<file path="src/rtl/mcycle_muldiv_if.sv">
// Handshake and data bundle between the decoder/hazard logic and the multi-cycle mul/div unit.
// The master issues Start/MCycleOp/operands; the slave returns results with Busy/Done.
interface mcycle_muldiv_if #(
   parameter int WIDTH = 32
);
   logic             Start;
   logic             MCycleOp;
   logic [WIDTH-1:0] Operand1;
   logic [WIDTH-1:0] Operand2;
   logic [WIDTH-1:0] Result1;
   logic [WIDTH-1:0] Result2;
   logic             Busy;
   logic             Done;

   modport master (
      output Start, MCycleOp, Operand1, Operand2,
      input  Result1, Result2, Busy, Done
   );

   modport slave (
      input  Start, MCycleOp, Operand1, Operand2,
      output Result1, Result2, Busy, Done
   );
endinterface

</file>
<file path="src/rtl/mcycle_muldiv.sv">
// Iterative unsigned shift-add multiply / restoring divide, one bit per cycle, WIDTH+1 cycles Start to Done.
// Busy stalls the pipeline from the accept cycle through COMPUTING; Start is ignored outside IDLE.
module mcycle_muldiv #(
   parameter int WIDTH = 32
) (
   input  logic              CLK,
   input  logic              RESET_N,
   mcycle_muldiv_if.slave    bus
);
   localparam int CNT_W = (WIDTH > 1) ? $clog2(WIDTH) : 1;

   typedef enum logic [1:0] {
      S_IDLE,
      S_COMPUTING,
      S_DONE
   } state_t;

   state_t           state_q, state_d;
   logic [CNT_W-1:0] count_q, count_d;
   logic             op_q, op_d;
   // opnd_q holds the multiplicand for MUL and the divisor for DIV.
   logic [WIDTH-1:0] opnd_q, opnd_d;
   logic [WIDTH:0]   hi_q, hi_d;
   logic [WIDTH-1:0] lo_q, lo_d;
   logic [WIDTH-1:0] res1_q, res1_d;
   logic [WIDTH-1:0] res2_q, res2_d;

   logic [WIDTH:0]   mul_sum;
   logic [WIDTH:0]   rem_sh;
   logic [WIDTH-1:0] q_sh;
   logic [WIDTH+1:0] trial;
   logic [WIDTH:0]   iter_hi;
   logic [WIDTH-1:0] iter_lo;

   // hi_q[WIDTH] is provably zero in both modes, so the sums below cannot overflow.
   always_comb begin
      mul_sum = hi_q + (lo_q[0] ? {1'b0, opnd_q} : '0);
      rem_sh  = {hi_q[WIDTH-1:0], lo_q[WIDTH-1]};
      q_sh    = {lo_q[WIDTH-2:0], 1'b0};
      trial   = {1'b0, rem_sh} - {2'b00, opnd_q};
      iter_hi = rem_sh;
      iter_lo = q_sh;
      if (!op_q) begin
         iter_hi = {1'b0, mul_sum[WIDTH:1]};
         iter_lo = {mul_sum[0], lo_q[WIDTH-1:1]};
      end else if (!trial[WIDTH+1]) begin
         iter_hi = trial[WIDTH:0];
         iter_lo = {lo_q[WIDTH-2:0], 1'b1};
      end
   end

   always_comb begin
      state_d = state_q;
      count_d = count_q;
      op_d    = op_q;
      opnd_d  = opnd_q;
      hi_d    = hi_q;
      lo_d    = lo_q;
      res1_d  = res1_q;
      res2_d  = res2_q;
      case (state_q)
         S_IDLE: begin
            if (bus.Start) begin
               state_d = S_COMPUTING;
               count_d = '0;
               op_d    = bus.MCycleOp;
               hi_d    = '0;
               if (bus.MCycleOp) begin
                  opnd_d = bus.Operand2;
                  lo_d   = bus.Operand1;
               end else begin
                  opnd_d = bus.Operand1;
                  lo_d   = bus.Operand2;
               end
            end
         end
         S_COMPUTING: begin
            hi_d = iter_hi;
            lo_d = iter_lo;
            if (count_q == CNT_W'(WIDTH - 1)) begin
               res1_d  = iter_lo;
               res2_d  = iter_hi[WIDTH-1:0];
               state_d = S_DONE;
            end else begin
               count_d = count_q + CNT_W'(1);
            end
         end
         S_DONE:  state_d = S_IDLE;
         default: state_d = S_IDLE;
      endcase
   end

   always_ff @(posedge CLK) begin
      if (!RESET_N) begin
         state_q <= S_IDLE;
         count_q <= '0;
         op_q    <= 1'b0;
         opnd_q  <= '0;
         hi_q    <= '0;
         lo_q    <= '0;
         res1_q  <= '0;
         res2_q  <= '0;
      end else begin
         state_q <= state_d;
         count_q <= count_d;
         op_q    <= op_d;
         opnd_q  <= opnd_d;
         hi_q    <= hi_d;
         lo_q    <= lo_d;
         res1_q  <= res1_d;
         res2_q  <= res2_d;
      end
   end

   assign bus.Busy    = ((state_q == S_IDLE) && bus.Start) || (state_q == S_COMPUTING);
   assign bus.Done    = (state_q == S_DONE);
   assign bus.Result1 = res1_q;
   assign bus.Result2 = res2_q;
endmodule
</file>
<file path="src/flat_wrapper.sv">
// flat-port wrapper written by rule: the top's interface ports become plain ports
module mcycle_muldiv_flat 
#(
   parameter int WIDTH = 32
)
  (CLK, RESET_N, bus_Start, bus_MCycleOp, bus_Operand1, bus_Operand2, bus_Result1, bus_Result2, bus_Busy, bus_Done);
  mcycle_muldiv_if #(.WIDTH(WIDTH)) bus_i ();
  input  logic CLK;
  input  logic RESET_N;
  input wire logic [$bits(bus_i.Start)-1:0] bus_Start;
  input wire logic [$bits(bus_i.MCycleOp)-1:0] bus_MCycleOp;
  input wire logic [$bits(bus_i.Operand1)-1:0] bus_Operand1;
  input wire logic [$bits(bus_i.Operand2)-1:0] bus_Operand2;
  output wire logic [$bits(bus_i.Result1)-1:0] bus_Result1;
  output wire logic [$bits(bus_i.Result2)-1:0] bus_Result2;
  output wire logic [$bits(bus_i.Busy)-1:0] bus_Busy;
  output wire logic [$bits(bus_i.Done)-1:0] bus_Done;
  assign bus_i.Start = bus_Start;
  assign bus_i.MCycleOp = bus_MCycleOp;
  assign bus_i.Operand1 = bus_Operand1;
  assign bus_i.Operand2 = bus_Operand2;
  assign bus_Result1 = bus_i.Result1;
  assign bus_Result2 = bus_i.Result2;
  assign bus_Busy = bus_i.Busy;
  assign bus_Done = bus_i.Done;
  mcycle_muldiv #(.WIDTH(WIDTH)) u_core (.CLK(CLK), .RESET_N(RESET_N), .bus(bus_i));
endmodule
</file>
<file path="config.mk">
export PLATFORM = sky130hd
export DESIGN_NAME = mcycle_muldiv_flat
export DESIGN_NICKNAME = d
export VERILOG_FILES = /design/src/rtl/mcycle_muldiv_if.sv /design/src/rtl/mcycle_muldiv.sv /design/src/flat_wrapper.sv
export SDC_FILE = /design/constraint.sdc
export NUM_CORES = 1
export LEC_CHECK = 0
export CAP_MARGIN = 20
export CORE_MARGIN = 5
export CORE_UTILIZATION = 55
export CTS_CLUSTER_DIAMETER = 50
export CTS_CLUSTER_SIZE = 25
export DETAILED_ROUTE_END_ITERATION = 8
export PLACE_DENSITY = 0.83
export SYNTH_ARGS = -nofsm -noshare
export SYNTH_HDL_FRONTEND = slang
export SYNTH_SLANG_ARGS = --single-unit
</file>
<file path="constraint.sdc">
create_clock -name CLK -period 4.3 [get_ports CLK]
set_input_delay 0.86 -clock CLK [delete_from_list [all_inputs] [get_ports CLK]]
set_output_delay 0.86 -clock CLK [all_outputs]
set_load 0.02 [all_outputs]
</file>
==> results_tabular.tex <==
\begin{tabular}{lr}
\hline
Metric & Value \\
\hline
\multicolumn{2}{l}{\textbf{Status}} \\
Result of the run & completed \\
\multicolumn{2}{l}{\textbf{STA}} \\
Clock period minus worst slack & between 3 and 4 ns \\
Setup Total Neg Slack & 0 ns \\
Finish-stage setup viols & 0 \\
Setup repair after global routing missed its margin & false \\
Maximum clock skew at final layout & 0.0154 ns \\
Max Fclk & 268 MHz \\
Final period utilization & 86.7\% \\
Rel. slew slack & slightly below 30\% \\
Transition time at the pin with the least slew margin & around 1.1 ns \\
Final count of hold timing violations & 0 \\
Number of max-slew violations in the final report & 0 \\
Final worst slack & 0.571 ns \\
\multicolumn{2}{l}{\textbf{Synth}} \\
Main combinational cell family by area after synthesis & compound AO/OA/AOI/OAI gates \\
Post-synthesis instance total & roughly 1400 \\
Number of distinct standard cells referenced by the synthesized netlist & 75 \\
Number of register bits inferred by synthesis & 169 \\
Share of the yosys chip area belonging to registers & 29.5\% \\
Number of flops mapped to enable cells by yosys & 0 \\
Cell types with the highest counts after synthesis & sky130\_fd\_sc\_hd\_\_nand2\_1, sky130\_fd\_sc\_hd\_\_dfxtp\_1, sky130\_fd\_sc\_hd\_\_a21oi\_1, sky130\_fd\_sc\_hd\_\_mux2i\_1, sky130\_fd\_sc\_hd\_\_o21ai\_0 \\
Post-synthesis simple-gate area fraction & 15.0\% \\
Dominant cell by count in the synthesized netlist & sky130\_fd\_sc\_hd\_\_nand2\_1 \\
Avg Synthesized Cell Area & around 8.3 um\^{}2 \\
Area fraction in compound gates after synthesis & 28.9\% \\
Top area cells in the synthesized netlist & sky130\_fd\_sc\_hd\_\_dfxtp\_1, sky130\_fd\_sc\_hd\_\_mux2i\_1, sky130\_fd\_sc\_hd\_\_ha\_1 \\
Fraction of registers with async set or reset after synthesis & 0\% \\
Nets in the synthesized netlist & 1517 \\
Main synth FF type & sky130\_fd\_sc\_hd\_\_dfxtp\_1 \\
Xor and xnor area share after synthesis & 4.58\% \\
Post-synth design cell area & 11500 um\^{}2 \\
Share of the synthesized area in the top cell type & between 20\% and 30\% \\
Cell type with the largest total area after synthesis & sky130\_fd\_sc\_hd\_\_dfxtp\_1 \\
Multiplexer area fraction after synthesis & 9.63\% \\
Adder-cell share of the synthesized area & between 7 and 8\% \\
Count of warnings emitted by yosys & 0 \\
\multicolumn{2}{l}{\textbf{Setup path}} \\
Critical path data required time & 4.63 ns \\
Startpoint type of the worst setup path & register \\
Total buffers and inverters traversed by the critical path & 2 \\
Crit end category & register \\
Arrival time at the worst endpoint & roughly 4 ns \\
CP top delay family & simple AND/OR/NAND/NOR gates \\
Worst path max stage delay & around 0.54 ns \\
Setup slack of the worst register-to-register path & 0.57 ns \\
Worst path slowest cell & sky130\_fd\_sc\_hd\_\_or3\_1 \\
Cell-by-cell trace of the critical path & inv\_1 > ha\_1 > nand4\_1 > nor3\_1 > nand3\_1 > a21oi\_1 > or3\_1 > buf\_4 > mux2i\_1 > a21oi\_1 > a22o\_1 \\
Maximum fanout along the worst path & 8 \\
Critical path start-end classification & register to register \\
Cell occurring most often along the worst timing path & sky130\_fd\_sc\_hd\_\_a21oi\_1 \\
\multicolumn{2}{l}{\textbf{Clock network}} \\
Clock transition at the registers of the reported paths & approximately 0.08 ns \\
Clk Tree Root Cell & sky130\_fd\_sc\_hd\_\_clkbuf\_16 \\
Num Clock Sinks & 169 \\
Number of levels the H-tree was split into & 4 \\
TritonCTS clock tree & done \\
Buffers inserted by post-CTS timing repair & 0 \\
Buffers from clock root to sink, at most & 2 \\
Hold buffer count at CTS & 0 \\
Number of resized instances in the post-cts repair step & 0 \\
Clock latency on the worst-skew pair & 0.44 ns \\
Total CTS buffers & 17 \\
\multicolumn{2}{l}{\textbf{Global route}} \\
Maximum number of pins on one net before global-route repair & 80 \\
Antenna violations before repair & 0 \\
Global-route wire length before repair & 56100 um \\
Via count of the first global-routing pass & approximately 11000 \\
Total global-route track usage & 28.9\% \\
Total global routing overflow & 0 \\
\multicolumn{2}{l}{\textbf{Power}} \\
Power density relative to cell area & 309 nW/um\^{}2 \\
Clk network pwr share & 37.8\% \\
Leakage Power & 6.34 nW \\
Switching part of the total & 33.0\% \\
Proportion of power drawn by combinational gates & 21.3\% \\
IR drop worst, VDD & 284 uV \\
Switching pwr & 1.38 mW \\
Flop pwr share & approximately two fifths \\
Internal power of the cells & 2.80 mW \\
Power Total & 4.18 mW \\
\multicolumn{2}{l}{\textbf{Detailed routing}} \\
Residual DRC count & 0 \\
Drt first-iter violations & 884 \\
Number of iterations in the first detailed-routing pass & 5 \\
Detailed-route wire length & about 36000 um \\
Per-cell via count in the routed design & 6.28 \\
Post-detailed-route count of antenna-violating nets & 0 \\
Vias & 11000 \\
Post-DR wirelength/cell & 20.3 um \\
\multicolumn{2}{l}{\textbf{Cells and area}} \\
Layout cell share with drive strength beyond 1 & 5.95\% \\
Core utilization of the finished layout & 66.5\% \\
Diode count & 0 \\
Fill cell instance count of the final layout & 1659 \\
Area overhead of the layout relative to synthesis & 18.2\% \\
Final-stage net count & 1601 \\
\multicolumn{2}{l}{\textbf{Flow run}} \\
Number of maximum-capacitance violations & 0 \\
\multicolumn{2}{l}{\textbf{Die}} \\
Floorplan Core Area & 20400 um\^{}2 \\
Number of I/O pins & 134 \\
Overall die width & 154 um \\
Vertical die dimension & $\sim$150 um \\
\# rows & 52 \\
Initial core utilization & between 50\% and 60\% \\
Die area & 23800 um\^{}2 \\
\multicolumn{2}{l}{\textbf{Placed design}} \\
Worst slack after detailed placement & 0.703 ns \\
IO buf count & 133 \\
Final weighted congestion in routability-driven placement & $\sim$0.98 \\
Half-perimeter wire length after detailed placement & 25900 um \\
\multicolumn{2}{l}{\textbf{Hold path}} \\
Kind of path behind the tightest hold check & register to register \\
\hline
\end{tabular}
-- power by group through the flow --
stage | Clock (mW) | Combinational (mW) | Sequential, mW
4_1_cts | 1.59 | 0.873 | 1.70
2_1_floorplan | 0 | 0.626 | 1.70
6_report | 1.58 | 0.889 | 1.71
3_3_place_gp | 0 | 0.856 | 1.74
5_1_grt | 1.67 | 0.968 | 1.71
3_5_place_dp | 0 | 0.866 | 1.74
-- final timing paths --
kind / cells past startpoint / start / end
worst max-delay path: 11 / u_core.opnd_q[22] / u_core.hi_q[25]
worst min-delay path: 2 / u_core.bus.Result2[4] / u_core.bus.Result2[4]
worst min register to register: 2 / u_core.bus.Result2[4] / u_core.bus.Result2[4]
worst max register to register: 11 / u_core.opnd_q[22] / u_core.hi_q[25]
-- through the flow --
step	hold WS, ns	instance area (um^2)	cells
detailed placement	0.455	12900	1716
CTS	0.462	13500	1748
finish	0.462	13500	1748
floorplan	0.460	11500	1381
global route	0.482	13500	1748
global placement	0.450	12900	1716
-- routing by layer --
metal / up-vias / routed length [um] / GRT usage (%)
met5: - / 0 / 0
met4: 0 / 1090 / 10.9
met3: 74 / 3480 / 6.45
met2: 554 / 15500 / 44.6
met1: 5150 / 15500 / 39.7
li1: 5204 / - / -
-- state kept, by name (all words and copies together) (netlist names) --
| signal | cells |
|---|---|
| u_core.hi_q | 33 |
| u_core.bus.Result1 | 32 |
| u_core.bus.Result2 | 32 |
| u_core.lo_q | 32 |
| u_core.opnd_q | 32 |
| u_core.count_q | 5 |
| u_core.state_q | 2 |
| u_core.op_q | 1 |
-- worst min-delay path, delay by kind of cell (launching register included) --
| kind | cells | cell delay (ns) |
|---|---|---|
| flops | 1 | 0.31 |
| simple gates | 1 | 0.05 |
| compound gates | 1 | 0.06 |
-- area by class of cell --
| class | count | area (um^2) | area share (%) |
|---|---|---|---|
| well taps | 270 | 338 | 2.49 |
| clock inverters | 14 | 173 | 1.28 |
| inverters | 52 | 195 | 1.44 |
| repair buffers | 154 | 1480 | 11.0 |
| flip-flops and latches | 169 | 3390 | 25.0 |
| clock buffers | 18 | 439 | 3.24 |
| multi-input cells | 1071 | 7520 | 55.6 |
-- layout by cell type, fill, tap and decap left out, drive strengths merged, types with 13 or more instances in the layout --
cell and n:
a21o 34, nor2 43, mux2i 103, o22ai 16
inv 58, clkbuf 18, xnor2 39, nor3 13
xor2 20, a21oi 120, clkdlybuf4s50 131, nand2 178
o21ai 92, a22o 13, ha 66, a22oi 17
nand3 24, nor2b 30, dfxtp 169, o211a 79
buf 23, and2 44, o211ai 14
-- cell families after synthesis --
logic type               Yosys count
multiplexers                     109
flip-flops                       169
adder cells (fa/ha/maj)           68
AO/OA/AOI/OAI                    469
XOR/XNOR                          59
AND/OR/NAND/NOR                  366
buffers and inverters            141
Power figures use the tool's default switching activity.
==> RTL change 1 (same settings) <==
`WIDTH` is set to 32 in 3 places; all go to 64.
--- a/src/rtl/mcycle_muldiv_if.sv
+++ b/src/rtl/mcycle_muldiv_if.sv
@@ -2,5 +2,5 @@
 // The master issues Start/MCycleOp/operands; the slave returns results with Busy/Done.
 interface mcycle_muldiv_if #(
-   parameter int WIDTH = 32
+   parameter int WIDTH = 64
 );
    logic             Start;
--- a/src/rtl/mcycle_muldiv.sv
+++ b/src/rtl/mcycle_muldiv.sv
@@ -2,5 +2,5 @@
 // Busy stalls the pipeline from the accept cycle through COMPUTING; Start is ignored outside IDLE.
 module mcycle_muldiv #(
-   parameter int WIDTH = 32
+   parameter int WIDTH = 64
 ) (
    input  logic              CLK,
--- a/src/flat_wrapper.sv
+++ b/src/flat_wrapper.sv
@@ -2,5 +2,5 @@
 module mcycle_muldiv_flat 
 #(
-   parameter int WIDTH = 32
+   parameter int WIDTH = 64
 )
   (CLK, RESET_N, bus_Start, bus_MCycleOp, bus_Operand1, bus_Operand2, bus_Result1, bus_Result2, bus_Busy, bus_Done);
Ports: changed (resized bus_Operand1, bus_Operand2, bus_Result1 and bus_Result2); port bits go from 134 to 262. No check against the original RTL was run, so the function may have changed too.
==> RTL change 1 against the original RTL <==
Wire length rose to 2.5 times the old value. Count of clock-buffer cells in the layout up 27. Non-clock buffer count up 186. Via count up 120%. Synthesized area up 110%. Sequential cell count up 161. Combinational power up 120%. Hold slack worse by 0.0027 ns. Design area up 110%. Die area up 100%. Total power up 120%. Highest routed layer is now met5. Critical path type unchanged. Worst setup slack worse by 0.39 ns.
==> RTL change 1: results (changes against the original RTL) <==
[outcome]
status = completed

[yosys]
ys_top_cells_by_count = nand2_1, dfxtp_1, a21oi_1
syn_avg_cell_area_um2 = 7.99  ; -3.7%
synthTopCellsByArea = dfxtp_1, mux2i_1, ha_1
ys_types = 97  ; +29%
syn-num-nets = 3255  ; +110%
ys_seq_area_frac = 0.277  ; -0.0189

[global_route]
grt_pass1_wl_um = 135000  ; +140%
grt_max_degree = 218  ; +170%
grt_pass1_vias = 22900  ; +120%
antenna_found_initial = 4  ; +4
grt_use_total = 0.359  ; +0.0694

[sta]
finClkSkew_ns = 0.0302  ; +0.0149 ns
post-route-period-util = 0.958  ; +0.0911
max_slew.worst_pin.slew_ns = 0.967  ; -0.0950 ns

[clock_tree]
clk_latency_ns = 0.59  ; +0.15 ns
cts_buffers = 42  ; +25
clock_sinks = 330  ; +95%
cts-htree-levels = 2  ; -2

[finish]
drive_above_1_share = 0.0752  ; +0.0157
antennaDiodeCount = 0  ; unchanged
fill_cells = 3537  ; +110%
instances_no_fill = 3775  ; +120%
fin_nets = 3420  ; +110%
largest_register_ffs = 65  ; +97%

[drt]
routed_wl_um = 89600  ; +150%
vias = 24200  ; +120%
firstDrtPassIters = 6  ; +1
first_iter_violations = 2623  ; +200%

[placement]
place_inst = 3698  ; +120%
gp_congestion = 1.02  ; +5.0%
port_buffers = 261  ; +96%
pre_cts_slack_ns = 0.195  ; -0.508 ns

[worst_setup_path]
slowest_delay_ns = 0.45  ; -0.09 ns
cp.arrival_ns = 4.60  ; +0.54 ns
slowest_stage = dfxtp_1
cp_max_fo = 17  ; +9
path_delay_family = compound AO/OA/AOI/OAI gates
rrSetupSlack_ns = 0.18  ; -0.39 ns

[power_and_ir_drop]
leakage_nw = 13.0  ; +100%
ir_drop_mv = 0.319  ; +12%

RTL change 1: through the flow:
step,instance area [um2],hold WS [ns],power [mW]
3_3_place_gp,27000,0.442,5.31
3_5_place_dp,27000,0.455,5.33
4_1_cts,28600,0.463,9.31
2_1_floorplan,23900,0.446,4.66
6_report,28600,0.459,9.34
5_1_grt,28600,0.484,9.66
RTL change 1: metal layers:
metal / part of all wire / vias up / GRT usage
li1: - / 11200 / -
met5: 0.00015 / - / 0
met1: 0.43 / 11500 / 0.519
met3: 0.14 / 159 / 0.137
met2: 0.40 / 1355 / 0.502
met4: 0.026 / 2 / 0.0898
RTL change 1: final cells by class:
| cell class | count | share of cell area |
|---|---|---|
| clock inverter | 32 | 0.0156 |
| timing repair buffer | 340 | 0.116 |
| multi-input combinational | 2339 | 0.558 |
| tap | 585 | 0.0256 |
| inverter | 104 | 0.0137 |
| sequential | 330 | 0.231 |
| clock buffer | 45 | 0.0394 |
RTL change 1: final timing paths:
| check | start | cells past startpoint | end |
|---|---|---|---|
| max reg2reg | u_core.opnd_q[10] | 14 | u_core.hi_q[62] |
| min | u_core.bus.Result2[53] | 2 | u_core.bus.Result2[53] |
| max | u_core.opnd_q[10] | 14 | u_core.hi_q[62] |
| min reg2reg | u_core.bus.Result2[53] | 2 | u_core.bus.Result2[53] |
RTL change 1: logic make-up after synthesis:
| logic type | share of synthesized area |
|---|---|
| compound gates | 0.290 |
| simple gates | 0.169 |
| flops | 0.277 |
| buf+inv | 0.0574 |
| mux | 0.0958 |
| fa+ha+maj | 0.0692 |
| xor+xnor | 0.0422 |
RTL change 1: timing repair:
action | CTS | global route
setup endpoints to repair | 0 | 23
gates resized for setup | 0 | 5
endpoints found under the hold margin | 0 | 0
RTL change 1: worst register-to-register path, stage by stage (launching register included):
cell and delay, ns:
dfxtp_1 0.45, inv_1 0.08, ha_1 0.39, a21oi_1 0.26, o21ai_0 0.12, a21oi_1 0.22, o211ai_1 0.22, nor4b_2 0.43
nor2_2 0.11, o211ai_2 0.38, nand2_4 0.28, buf_4 0.30, a311oi_2 0.45, a21oi_1 0.11, o31ai_1 0.23
RTL change 1: report_power, final:
part           leakage [nW]  switching (mW)  internal [mW]
clock                 0.766            1.68           2.32
combinational          9.52            1.23          0.769
sequential             2.69           0.173           3.18
==> RTL change 2 (same flow settings) <==
Without the edit above. The 3 states of `state_t` get a one-hot encoding in 3 bits.
--- a/src/rtl/mcycle_muldiv.sv
+++ b/src/rtl/mcycle_muldiv.sv
@@ -10,8 +10,8 @@
    localparam int CNT_W = (WIDTH > 1) ? $clog2(WIDTH) : 1;
 
-   typedef enum logic [1:0] {
-      S_IDLE,
-      S_COMPUTING,
-      S_DONE
+   typedef enum logic [2:0] {
+      S_IDLE      = 3'b001,
+      S_COMPUTING = 3'b010,
+      S_DONE      = 3'b100
    } state_t;
 
Function: same outputs for any inputs over 10 cycles, from zero or initial values and one cycle with RESET_N low; not proved beyond that.
==> RTL change 2 against the original RTL <==
The flow now finishes with violations (DRC). First-iteration DRC count increased by 39%. Sequential share of layout area increased by 0.69 points. Design area decreased by 2.1%. Maximum frequency increased by 1.6%. Worst setup slack improved by 0.057 ns. Global-route usage decreased by 0.64 points. Synthesized area decreased by 2.1%. Final cell count increased by 0.69%. Total power decreased by 5.8%. Sequential cell count increased by 1. Wire length decreased by 3.4%. Hold slack got worse by 0.0092 ns. Combinational power decreased by 18%.
==> RTL change 2: results (changes against the original RTL) <==
[drt]
vias = 11000  ; +0.15%
wl_met3_um = 3380  ; -2.8%
wl_per_cell_um = 19.5  ; -4.1%
wl_met1_um = 15100  ; -2.5%
first_iter_violations = 1225  ; +39%
drc = 1  ; +1
wl_met2_um = 15200  ; -2.0%

[placement]
dp_hpwl_um = 25100  ; -3.1%

[power_and_ir_drop]
leakage_nw = 5.58  ; -12%
swShare = 0.312  ; -0.0184

[outcome]
violations = DRC
status = finished with violations

[yosys]
synth_xor_area_frac = 0.0414  ; -0.00439
synthAdderAreaFrac = 0.0772  ; +0.00159
synthTopCellsByArea = dfxtp_1, mux2i_1, ha_1
ys_top_cells_by_count = dfxtp_1, nor2_1, nand2_1
synth_compound_area_frac = 0.260  ; -0.0290
ys_seq_area_frac = 0.303  ; +0.00798

[finish]
drive_above_1_share = 0.0604  ; +0.000863
fin_nets = 1613  ; +0.75%

[global_route]
grt_pass1_wl_um = 54700  ; -2.6%
grt_pass1_vias = 10400  ; -1.9%
grt_use_met1 = 0.404  ; +0.00739
grt_max_degree = 88  ; +10%

[sta]
finClkSkew_ns = 0.0120  ; -0.00334 ns

[worst_setup_path]
cp.arrival_ns = 4.01  ; -0.05 ns

RTL change 2: cell types whose count changed after synthesis, moves of 16 or more:
cell,before,now
a211oi_1,8,73
a22oi_1,17,1
nand2_1,177,131
nor2b_1,30,8
o211a_1,79,3
o21a_1,4,20
nor2_1,43,145
RTL change 2: final timing paths:
check | start | end | slack (ns) | cells after the start
worst min-delay path | u_core.bus.Result2[12] | u_core.bus.Result2[12] | 0.45 | 2
worst max-delay path | u_core.lo_q[0] | u_core.bus.Result2[31] | 0.63 | 13
worst max register to register | u_core.lo_q[0] | u_core.bus.Result2[31] | 0.63 | 13
worst min register to register | u_core.bus.Result2[12] | u_core.bus.Result2[12] | 0.45 | 2
RTL change 2: per-stage QoR:
stage	setup WS [ns]	total power, mW	instances	hold WS (ns)	util
after global placement	0.801	2.44	1728	0.443	0.629
after CTS	0.701	3.92	1760	0.458	0.657
after detailed placement	0.726	2.45	1728	0.448	0.629
final	0.628	3.94	1760	0.453	0.657
after floorplan	1.19	2.22	1394	0.436	-
after global routing	0.440	4.09	1760	0.474	0.657
RTL change 2: final cells by class:
| type | instances | area, um2 |
|---|---|---|
| clock inverter | 14 | 138 |
| inverter | 50 | 188 |
| tap | 270 | 338 |
| timing repair buffer | 149 | 1460 |
| multi-input combinational | 1089 | 7300 |
| clock buffer | 18 | 429 |
| fill | 1673 | 6920 |
| sequential | 170 | 3410 |
RTL change 2: cell families after synthesis:
group | after synthesis
AO/OA/AOI/OAI | 444
AND/OR/NAND/NOR | 405
flip-flops | 170
buffers and inverters | 135
multiplexers | 119
adder cells (fa/ha/maj) | 68
XOR/XNOR | 53
